**src/rtl/xy_route_pipe.sv**
```systemverilog
// xy_route_pipe: registered XY route stage that holds the header's route for body/tail flits.
// Define XY_ROUTE_ERR_CNT_EN to add the saturating err_cnt output.
module xy_route_pipe #(
   parameter int unsigned X_NODE_NUM = 4,
   parameter int unsigned Y_NODE_NUM = 4,
   parameter int unsigned X_CUR      = 1,
   parameter int unsigned Y_CUR      = 1,
   parameter int unsigned FLIT_W     = 8
) (
   input  logic              clk,
   input  logic              rst_n,
   input  logic [FLIT_W-1:0] in_flit,
   input  logic              in_valid,
   output logic              in_ready,
   output logic [FLIT_W-1:0] out_flit,
   output logic              out_valid,
   input  logic              out_ready,
   output logic [2:0]        out_port_num,
   output logic [4:0]        out_port_oh,
`ifdef XY_ROUTE_ERR_CNT_EN
   output logic              err,
   output logic [7:0]        err_cnt
`else
   output logic              err
`endif
);
   localparam int unsigned XW = (X_NODE_NUM > 1) ? $clog2(X_NODE_NUM) : 1;
   localparam int unsigned YW = (Y_NODE_NUM > 1) ? $clog2(Y_NODE_NUM) : 1;

   localparam logic [1:0] FtBody    = 2'b00;
   localparam logic [1:0] FtTail    = 2'b01;
   localparam logic [1:0] FtHdr     = 2'b10;
   localparam logic [1:0] FtHdrTail = 2'b11;

   localparam logic [2:0] PortNone = 3'd0;
   localparam logic [2:0] PortL    = 3'd1;
   localparam logic [2:0] PortE    = 3'd2;
   localparam logic [2:0] PortN    = 3'd3;
   localparam logic [2:0] PortW    = 3'd4;
   localparam logic [2:0] PortS    = 3'd5;

   typedef enum logic [1:0] {StIdle, StPkt, StDrop} state_e;

   state_e            state_q, state_d;
   logic [2:0]        route_q, route_d;
   logic [FLIT_W-1:0] flit_q, flit_d;
   logic              valid_q, valid_d;
   logic [2:0]        port_q, port_d;
   logic              err_q, err_d;

   logic [1:0]  ftype;
   logic [31:0] xd, yd;
   logic        addr_ok;
   logic [2:0]  calc_port;
   logic        accept;
   logic        emit;
   logic [2:0]  emit_port;

   assign ftype   = in_flit[FLIT_W-1 -: 2];
   assign xd      = 32'(in_flit[XW-1:0]);
   assign yd      = 32'(in_flit[XW+YW-1:XW]);
   assign addr_ok = (xd < X_NODE_NUM) && (yd < Y_NODE_NUM);

   assign in_ready = !valid_q || out_ready;
   assign accept   = in_valid && in_ready;

   // X first, then Y.
   always_comb begin
      calc_port = PortL;
      if (xd > X_CUR) begin
         calc_port = PortE;
      end else if (xd < X_CUR) begin
         calc_port = PortW;
      end else if (yd > Y_CUR) begin
         calc_port = PortS;
      end else if (yd < Y_CUR) begin
         calc_port = PortN;
      end
   end

   always_comb begin
      state_d   = state_q;
      route_d   = route_q;
      emit      = 1'b0;
      emit_port = route_q;
      err_d     = 1'b0;
      if (accept) begin
         unique case (state_q)
            StIdle: begin
               if (ftype == FtHdr || ftype == FtHdrTail) begin
                  if (addr_ok) begin
                     emit      = 1'b1;
                     emit_port = calc_port;
                     if (ftype == FtHdr) begin
                        route_d = calc_port;
                        state_d = StPkt;
                     end
                  end else begin
                     err_d = 1'b1;
                     if (ftype == FtHdr) state_d = StDrop;
                  end
               end else begin
                  err_d = 1'b1;
               end
            end
            StPkt: begin
               if (ftype == FtBody || ftype == FtTail) begin
                  emit = 1'b1;
                  if (ftype == FtTail) state_d = StIdle;
               end else begin
                  err_d = 1'b1;
               end
            end
            StDrop: begin
               if (ftype == FtTail || ftype == FtHdrTail) state_d = StIdle;
            end
            default: state_d = StIdle;
         endcase
      end
   end

   // Output register: a dropped accept still retires the current output word.
   always_comb begin
      flit_d  = flit_q;
      valid_d = valid_q;
      port_d  = port_q;
      if (accept) begin
         valid_d = emit;
         port_d  = emit ? emit_port : PortNone;
         if (emit) flit_d = in_flit;
      end else if (out_ready) begin
         valid_d = 1'b0;
         port_d  = PortNone;
      end
   end

   always_ff @(posedge clk or negedge rst_n) begin
      if (!rst_n) begin
         state_q <= StIdle;
         route_q <= PortNone;
         flit_q  <= '0;
         valid_q <= 1'b0;
         port_q  <= PortNone;
         err_q   <= 1'b0;
      end else begin
         state_q <= state_d;
         route_q <= route_d;
         flit_q  <= flit_d;
         valid_q <= valid_d;
         port_q  <= port_d;
         err_q   <= err_d;
      end
   end

   always_comb begin
      out_port_oh = 5'b00000;
      case (port_q)
         PortL:   out_port_oh = 5'b00001;
         PortE:   out_port_oh = 5'b00010;
         PortN:   out_port_oh = 5'b00100;
         PortW:   out_port_oh = 5'b01000;
         PortS:   out_port_oh = 5'b10000;
         default: out_port_oh = 5'b00000;
      endcase
   end

   assign out_flit     = flit_q;
   assign out_valid    = valid_q;
   assign out_port_num = port_q;
   assign err          = err_q;

`ifdef XY_ROUTE_ERR_CNT_EN
   logic [7:0] err_cnt_q;

   always_ff @(posedge clk or negedge rst_n) begin
      if (!rst_n) begin
         err_cnt_q <= 8'd0;
      end else if (err_d && err_cnt_q != 8'hFF) begin
         err_cnt_q <= err_cnt_q + 8'd1;
      end
   end

   assign err_cnt = err_cnt_q;
`endif

endmodule

```
**config.mk**
```make
export PLATFORM = sky130hd
export DESIGN_NAME = xy_route_pipe
export DESIGN_NICKNAME = d
export VERILOG_FILES = /design/src/rtl/xy_route_pipe.sv
export SDC_FILE = /design/constraint.sdc
export NUM_CORES = 1
export LEC_CHECK = 0
export ABC_AREA = 0
export BUFFER_PORTS_ARGS = -buffer_cell sky130_fd_sc_hd__buf_2
export CORE_MARGIN = 2
export CORE_UTILIZATION = 45
export DETAILED_ROUTE_END_ITERATION = 10
export GPL_TIMING_DRIVEN = 0
export HOLD_SLACK_MARGIN = 0.15
export MAX_ROUTING_LAYER = met4
export PLACE_DENSITY = 0.74
export SLEW_MARGIN = 5
export SYNTH_ARGS = -nofsm -noshare
export SYNTH_HDL_FRONTEND = slang
export SYNTH_SLANG_ARGS = --single-unit
```
**constraint.sdc**
```tcl
create_clock -name clk -period 4.1 [get_ports clk]
set_input_delay 0.205 -clock clk [delete_from_list [all_inputs] [get_ports clk]]
set_output_delay 0.205 -clock clk [all_outputs]
set_load 0.005 [all_outputs]
```
==> flow_metrics.env, run 1 <==
export IMPL_clkTransAtPathRegs_ns=0.09
export IMPL_fin_cells=124
export IMPL_cp_required_ns=4.28
export IMPL_final_core_util_pct=62.2
export IMPL_numCtsBuffers=3
export IMPL_p_per_area_nw_per_um2=466
export IMPL_pre_cts_slack_ns=2.70
export IMPL_arrival_ns=1.60
export IMPL_placementRows=15
export IMPL_comb_power_share_pct=34.1
export IMPL_syn_area_sq_um=860
export IMPL_drt_iter0_drc=5
export IMPL_gp_congestion=0.773
export IMPL_filler_cell_count=166
export IMPL_area_growth_pct=27.7
export IMPL_holdPathEnd="out_flit[3]$_DFFE_PN0P_"
export IMPL_fmax_mhz=704
export IMPL_critPathMaxStageDelay_ns=0.41
export IMPL_final_common_cell="buf_2"
export IMPL_r2r_end="out_flit[4]$_DFFE_PN0P_"
export IMPL_grt_pass1_wl_mm=2.73
export IMPL_dpl_cell_count=117
export IMPL_firstDrtPassIters=3
export IMPL_worstSetupStartpointType="register"
export IMPL_slew_headroom_pct=75.0
export IMPL_period_minus_slack_ns=1.42
export IMPL_maxCapViolCount=0
export IMPL_worst_clock_skew_ns=0.00202
export IMPL_p_int_w=0.000363
export IMPL_cp_num_buf_inv=0
export IMPL_clockBufferDepth=2
export IMPL_p_leak_nw=0.554
export IMPL_grt_pass1_vias=637
export IMPL_ir_drop_mv=0.257
export IMPL_avgSynthCellArea_sq_um=13.9
export IMPL_crit_family="flip-flops"
export IMPL_core_sq_um=1760
export IMPL_hold_start="in_flit[3]"
export IMPL_dp_hpwl_mm=1.25
export IMPL_p_sw_share_pct=29.1
export IMPL_worstMarginPinSlew_ns=0.375
export IMPL_layout_setup_ws_ns=2.68
export IMPL_period_share_pct=34.7
export IMPL_cts_tree="yes"
export IMPL_status="complete, no violations"
export IMPL_via_per_inst=5.05
export IMPL_hold_violations=0
export IMPL_routed_wl_mm=1.66
export IMPL_slew_violations=0
export IMPL_setup_tns_ns=0
export IMPL_die_h_um=47.7
export IMPL_reg2reg_depth=3
export IMPL_setup_violations=0
export IMPL_p_sw_w=0.000149
export IMPL_detail_route_wl_per_cell_um=13.4
export IMPL_start_util_pct=48.7
export IMPL_rsz0062_at_grt="false"
export IMPL_crit_path_max_fanout=4
export IMPL_fin_hold_ws_ns=0.162
export IMPL_synth_cells=62
export IMPL_io_pins=31
export IMPL_cp_end_kind="register"
export IMPL_die_x_um=47.7
export IMPL_htree_num_levels=1
export IMPL_ant_nets=0
export IMPL_hold_path_class="primary input to register"
export IMPL_die_area_sq_um=2280
export IMPL_cts_root_buf="clkbuf_4"
export IMPL_syn_nets=75
export IMPL_yosysSeqAreaShare_pct=49.5
export IMPL_final_cell_mix="buf_2 (30), dfrtp_1 (17), mux2_2 (6), mux2_4 (5), nor3b_1 (4)"
export IMPL_p_clk_share_pct=17.0
export IMPL_port_buffers=30
export IMPL_cts_sinks=17
export IMPL_r2r_slack_ns=2.68
export IMPL_yosysUniqueCellTypes=27
export IMPL_drive_gt1_share_pct=50.5
export IMPL_path_class="register to register"
export IMPL_ys_warn_count=0
export IMPL_seq_power_share_pct=48.9
export IMPL_grt_max_degree=18
export IMPL_vias=626
export IMPL_clock_latency_ns=0.29
export IMPL_gr_usage_all_layers_pct=18.5
export IMPL_overflow=0
export IMPL_ys_ff_latch=17
export IMPL_cp_slowest_cell="dfrtp_1"
export IMPL_hold_depth=2
export IMPL_r2r_start="state_q[0]$_DFFE_PN0P_"
export IMPL_post_route_drc_count=0
export IMPL_path_cells="ha_1 -> and3_4 -> mux2_4"
export IMPL_grt_antenna_before_repair=0
export IMPL_fin_nets=113
export IMPL_n_antenna_cell=0
==> cells in the mapped netlist <==
library cell,n,share of area (%)
mux2_4,5,8.7
a31oi_1,1,0.73
buf_6,1,1.3
nor2_1,1,0.44
nand4bb_4,1,3.2
o21bai_1,1,0.87
nor3b_1,4,3.5
o2bb2ai_1,2,2.0
inv_1,2,0.87
and3_4,1,1.3
nand2_1,2,0.87
mux2i_1,1,1.2
dfrtp_1,17,49
a22oi_1,1,0.87
mux2_2,6,7.9
and3b_1,2,2.0
o21ai_0,1,0.58
a2bb2oi_1,1,1.0
nand3b_1,1,0.87
a32o_1,1,1.2
a21oi_1,1,0.58
or2b_1,1,0.87
nor2b_1,3,2.2
nand2b_4,2,3.2
nand3_4,1,2.0
nand2b_1,1,0.73
ha_1,1,1.5
==> power groups by stage <==
stage / logic [W] / clock network, W / registers (W)
after floorplan: 0.0000987 / 0 / 0.000254
after global placement: 0.000169 / 0 / 0.000249
after detailed placement: 0.000174 / 0 / 0.000254
after CTS: 0.000177 / 0.0000916 / 0.000251
after global routing: 0.000195 / 0.0000992 / 0.000258
final: 0.000174 / 0.0000870 / 0.000250
==> layout make-up <==
class                      count  area, sq um  area share (%)
multi-input combinational     42          415            37.9
tap                           25         31.3            2.85
inverter                       2         7.51           0.684
clock buffer                   4         26.3            2.39
buffer                         1         11.3            1.03
sequential                    17          425            38.8
timing repair buffer          33          180            16.4
==> sequential cells by signal, indices dropped and copies added (netlist names) <==
register and flops:
err 1, out_flit 8, out_port_num 3, out_valid 1, route_q 3, state_q 1
==> worst reg2reg max path, delay by kind of cell, from the launching register on <==
kind          cells  cell delay, ns
mux               1            0.30
flops             1            0.41
simple gates      1            0.24
fa+ha+maj         1            0.36
==> metal layers <==
layer | share of wire [%] | track usage [%] | wire length [um] | vias to the layer above
li1 | - | - | - | 303
met1 | 44 | 20.6 | 732 | 291
met2 | 49 | 32.0 | 811 | 28
met3 | 4.8 | 2.26 | 80 | 4
met4 | 1.9 | 9.73 | 31 | 0
met5 | 0 | - | 0 | -
==> per-stage QoR <==
stage          power [W]  cell area [sq um]
2_1_floorplan   0.000353                860
3_3_place_gp    0.000418               1040
3_5_place_dp    0.000428               1040
4_1_cts         0.000520               1100
5_1_grt         0.000553               1100
6_report        0.000511               1100
==> what timing repair did <==
item                       in CTS  in global routing
resized for setup               0                  0
setup endpoints to repair       0                  0
hold endpoints to repair       19                  0
hold buffers                    3                  0
setup buffers                   0                  0
==> worst max-delay path by stage <==
stage | start | end | cells past startpoint
floorplan | state_q[0]$_DFFE_PN0P_ | out_flit[4]$_DFFE_PN0P_ | 3
global placement | state_q[0]$_DFFE_PN0P_ | out_flit[4]$_DFFE_PN0P_ | 3
detailed placement | state_q[0]$_DFFE_PN0P_ | out_flit[4]$_DFFE_PN0P_ | 3
CTS | state_q[0]$_DFFE_PN0P_ | out_flit[4]$_DFFE_PN0P_ | 3
global route | state_q[0]$_DFFE_PN0P_ | out_flit[4]$_DFFE_PN0P_ | 3
finish | state_q[0]$_DFFE_PN0P_ | out_flit[4]$_DFFE_PN0P_ | 3
==> cells by family after synthesis <==
kind of cell	count (synthesis)	synth area share, %
AO/OA/AOI/OAI	9	7.86
adder cells (fa/ha/maj)	1	1.46
buffers and inverters	3	2.18
flip-flops	17	49.5
multiplexers	12	17.8
AND/OR/NAND/NOR	20	21.3
(Power assumes the default switching activity.)
==> run 2: changes to the inputs <==
--- a/config.mk
+++ b/config.mk
@@ -5,7 +5,7 @@
 export SDC_FILE = /design/constraint.sdc
 export NUM_CORES = 1
 export LEC_CHECK = 0
-export ABC_AREA = 0
+export ABC_AREA = 1
 export BUFFER_PORTS_ARGS = -buffer_cell sky130_fd_sc_hd__buf_2
 export CORE_MARGIN = 2
 export CORE_UTILIZATION = 45
==> constraint.sdc (replaced) <==
create_clock -name clk -period 1.37 [get_ports clk]
set_input_delay 0.0685 -clock clk [delete_from_list [all_inputs] [get_ports clk]]
set_output_delay 0.0685 -clock clk [all_outputs]
set_load 0.005 [all_outputs]
==> flow_metrics.env, run 2 <==
export IMPL_status="complete, no violations"
export IMPL_setup_violations=0
export IMPL_fmax_mhz=800
export IMPL_r2r_slack_ns=0.12
export IMPL_synth_edf_count=0
export IMPL_synthTopCellsByArea="dfrtp_1 (51%), nand2_1 (19%), inv_1 (5.4%), nor3_1 (3.0%), o21ai_1 (3.0%)"
export IMPL_port_buffers=30
export IMPL_setup_tns_ns=0
export IMPL_path_class="register to register"
export IMPL_firstDrtPassIters=4
export IMPL_final_common_cell="nand2_1"
export IMPL_die_x_um=47.2
export IMPL_layout_setup_ws_ns=0.120
export IMPL_synth_cells=105
export IMPL_path_cells="ha_4 -> nand3_4 -> buf_6 -> nand2_1 -> nand2_1"
export IMPL_ant_nets=0
export IMPL_ys_ff_latch=17
export IMPL_area_growth_pct=39.3
export IMPL_ir_drop_mv=1.07
export IMPL_r2r_start="state_q[0]$_DFFE_PN0P_"
export IMPL_hold_path_class="primary input to async pin"
export IMPL_yosys_area_top_type="dfrtp_1"
export IMPL_arrival_ns=1.43
export IMPL_grt_max_degree=18
export IMPL_p_leak_nw=0.658
export IMPL_final_cell_mix="nand2_1 (43), buf_2 (30), dfrtp_1 (17), inv_1 (12), dlygate4sd3_1 (11)"
export IMPL_fin_nets=164
export IMPL_syn_nets=118
export IMPL_grt_pass1_vias=734
export IMPL_worst_clock_skew_ns=0.00474
export IMPL_clkTransAtPathRegs_ns=0.10
export IMPL_grt_antenna_before_repair=0
export IMPL_placementRows=15
export IMPL_largest_reg_flops=8
export IMPL_synth_most_common_cell="nand2_1"
export IMPL_io_pins=31
export IMPL_detail_route_wl_per_cell_um=11.0
export IMPL_slew_headroom_pct=74.9
export IMPL_vias=810
export IMPL_via_per_inst=4.63
export IMPL_crit_path_max_fanout=10
export IMPL_worstMarginPinSlew_ns=0.377
export IMPL_cts_sinks=17
export IMPL_yosysSeqAreaShare_pct=50.6
export IMPL_clock_latency_ns=0.29
export IMPL_cts_tree="yes"
export IMPL_gp_congestion=0.790
export IMPL_maxCapViolCount=0
export IMPL_avgSynthCellArea_sq_um=8.01
export IMPL_r2r_end="out_flit[4]$_DFFE_PN0P_"
export IMPL_crit_path_frequent_cell="nand2_1"
export IMPL_cts_root_buf="clkbuf_4"
export IMPL_p_per_area_nw_per_um2=1660
export IMPL_critPathMaxStageDelay_ns=0.45
export IMPL_post_route_drc_count=0
export IMPL_cp_slowest_cell="dfrtp_1"
export IMPL_hold_violations=0
export IMPL_htree_num_levels=1
export IMPL_drt_iter0_drc=11
export IMPL_drive_gt1_share_pct=29.3
export IMPL_syn_area_sq_um=841
export IMPL_die_area_sq_um=2230
export IMPL_ys_warn_count=0
export IMPL_yosysUniqueCellTypes=19
export IMPL_reg2reg_depth=5
export IMPL_cp_required_ns=1.55
export IMPL_period_share_pct=91.2
export IMPL_n_antenna_cell=0
export IMPL_overflow=0
export IMPL_rsz0062_at_grt="false"
export IMPL_pre_cts_slack_ns=0.0855
export IMPL_synthArstFlopShare_pct=100
export IMPL_routed_wl_mm=1.93
export IMPL_dp_hpwl_mm=1.39
export IMPL_cts_setup_buffers=0
export IMPL_finalPower_w=0.00195
export IMPL_worstSetupStartpointType="register"
export IMPL_grt_pass1_wl_mm=3.04
export IMPL_gr_usage_all_layers_pct=20.0
export IMPL_synth_common_cells="nand2_1 (43), dfrtp_1 (17), inv_1 (12)"
export IMPL_period_minus_slack_ns=1.25
export IMPL_clockBufferDepth=2
export IMPL_start_util_pct=48.2
export IMPL_slew_violations=0
export IMPL_cp_end_kind="register"
export IMPL_core_sq_um=1750
export IMPL_yosysTopAreaCellShare_pct=50.6
export IMPL_numCtsBuffers=3
export IMPL_die_h_um=47.2
export IMPL_synth_ff_type="dfrtp_1"
[run 2: stage by stage]
stage | cell area, sq um | hold WS [ns] | std cells | util (%)
6_report | 1170 | 0.229 | 175 | 67.1
5_1_grt | 1170 | 0.264 | 175 | 67.1
4_1_cts | 1160 | 0.233 | 175 | 66.4
3_5_place_dp | 1020 | 0.0108 | 160 | 58.6
3_3_place_gp | 1020 | 0.00768 | 160 | 58.6
2_1_floorplan | 841 | -0.227 | 105 | -
[run 2: cell type report]
| class | count | area, sq um |
|---|---|---|
| Fill cell | 145 | 574 |
| Sequential cell | 17 | 425 |
| Multi-Input combinational cell | 73 | 364 |
| Timing Repair Buffer | 41 | 260 |
| Inverter | 14 | 52.6 |
| Tap cell | 25 | 31.3 |
| Clock buffer | 4 | 26.3 |
| Buffer | 1 | 11.3 |
[run 2: where the power goes]
| group | switching, W | leakage [nW] | internal [W] |
|---|---|---|---|
| Clock | 0.000153 | 0.0150 | 0.000113 |
| Sequential | 0.000160 | 0.216 | 0.000718 |
| Combinational | 0.000424 | 0.427 | 0.000380 |
| Total | 0.000737 | 0.658 | 0.00121 |
[run 2: how the worst max path moves through the flow]
stage / depth (start not counted) / end / from / slack (ns)
after floorplan: 5 / out_flit[7]$_DFFE_PN0P_ / state_q[0]$_DFFE_PN0P_ / 0.18
after global routing: 5 / out_flit[4]$_DFFE_PN0P_ / state_q[0]$_DFFE_PN0P_ / 0.05
after global placement: 5 / out_flit[7]$_DFFE_PN0P_ / state_q[0]$_DFFE_PN0P_ / 0.10
final: 5 / out_flit[4]$_DFFE_PN0P_ / state_q[0]$_DFFE_PN0P_ / 0.12
after detailed placement: 5 / out_flit[4]$_DFFE_PN0P_ / state_q[0]$_DFFE_PN0P_ / 0.09
after CTS: 7 / out_flit[4]$_DFFE_PN0P_ / in_flit[7] / 0.06
[run 2: repair_timing]
item                                   4_1_cts  5_1_grt
setup endpoints to repair                    0        2
endpoints found under the hold margin       34        0
hold buffers                                11        0
gates resized for setup                      0        1
[run 2: critical path: cells and delay by family (launching register included)]
kind          cells  cell delay (ns)
simple gates      3             0.21
flops             1             0.45
fa+ha+maj         1             0.32
buf+inv           1             0.16
[run 2: metal layers]
metal / part of all wire [%] / vias up / wire length, um / global-route usage, %
met5: 0 / - / 0 / -
met4: 0.62 / 0 / 12 / 5.00
li1: - / 417 / - / -
met1: 44 / 369 / 845 / 23.2
met2: 52 / 22 / 1000 / 35.9
met3: 3.7 / 2 / 72 / 2.31
[run 2: cells by family after synthesis]
kind of cell    after synthesis  synth area share [%]
flops                        17                  50.6
simple gates                 63                  34.2
fa+ha+maj                     1                  1.49
buf+inv                      15                  7.59
compound gates                9                  6.10
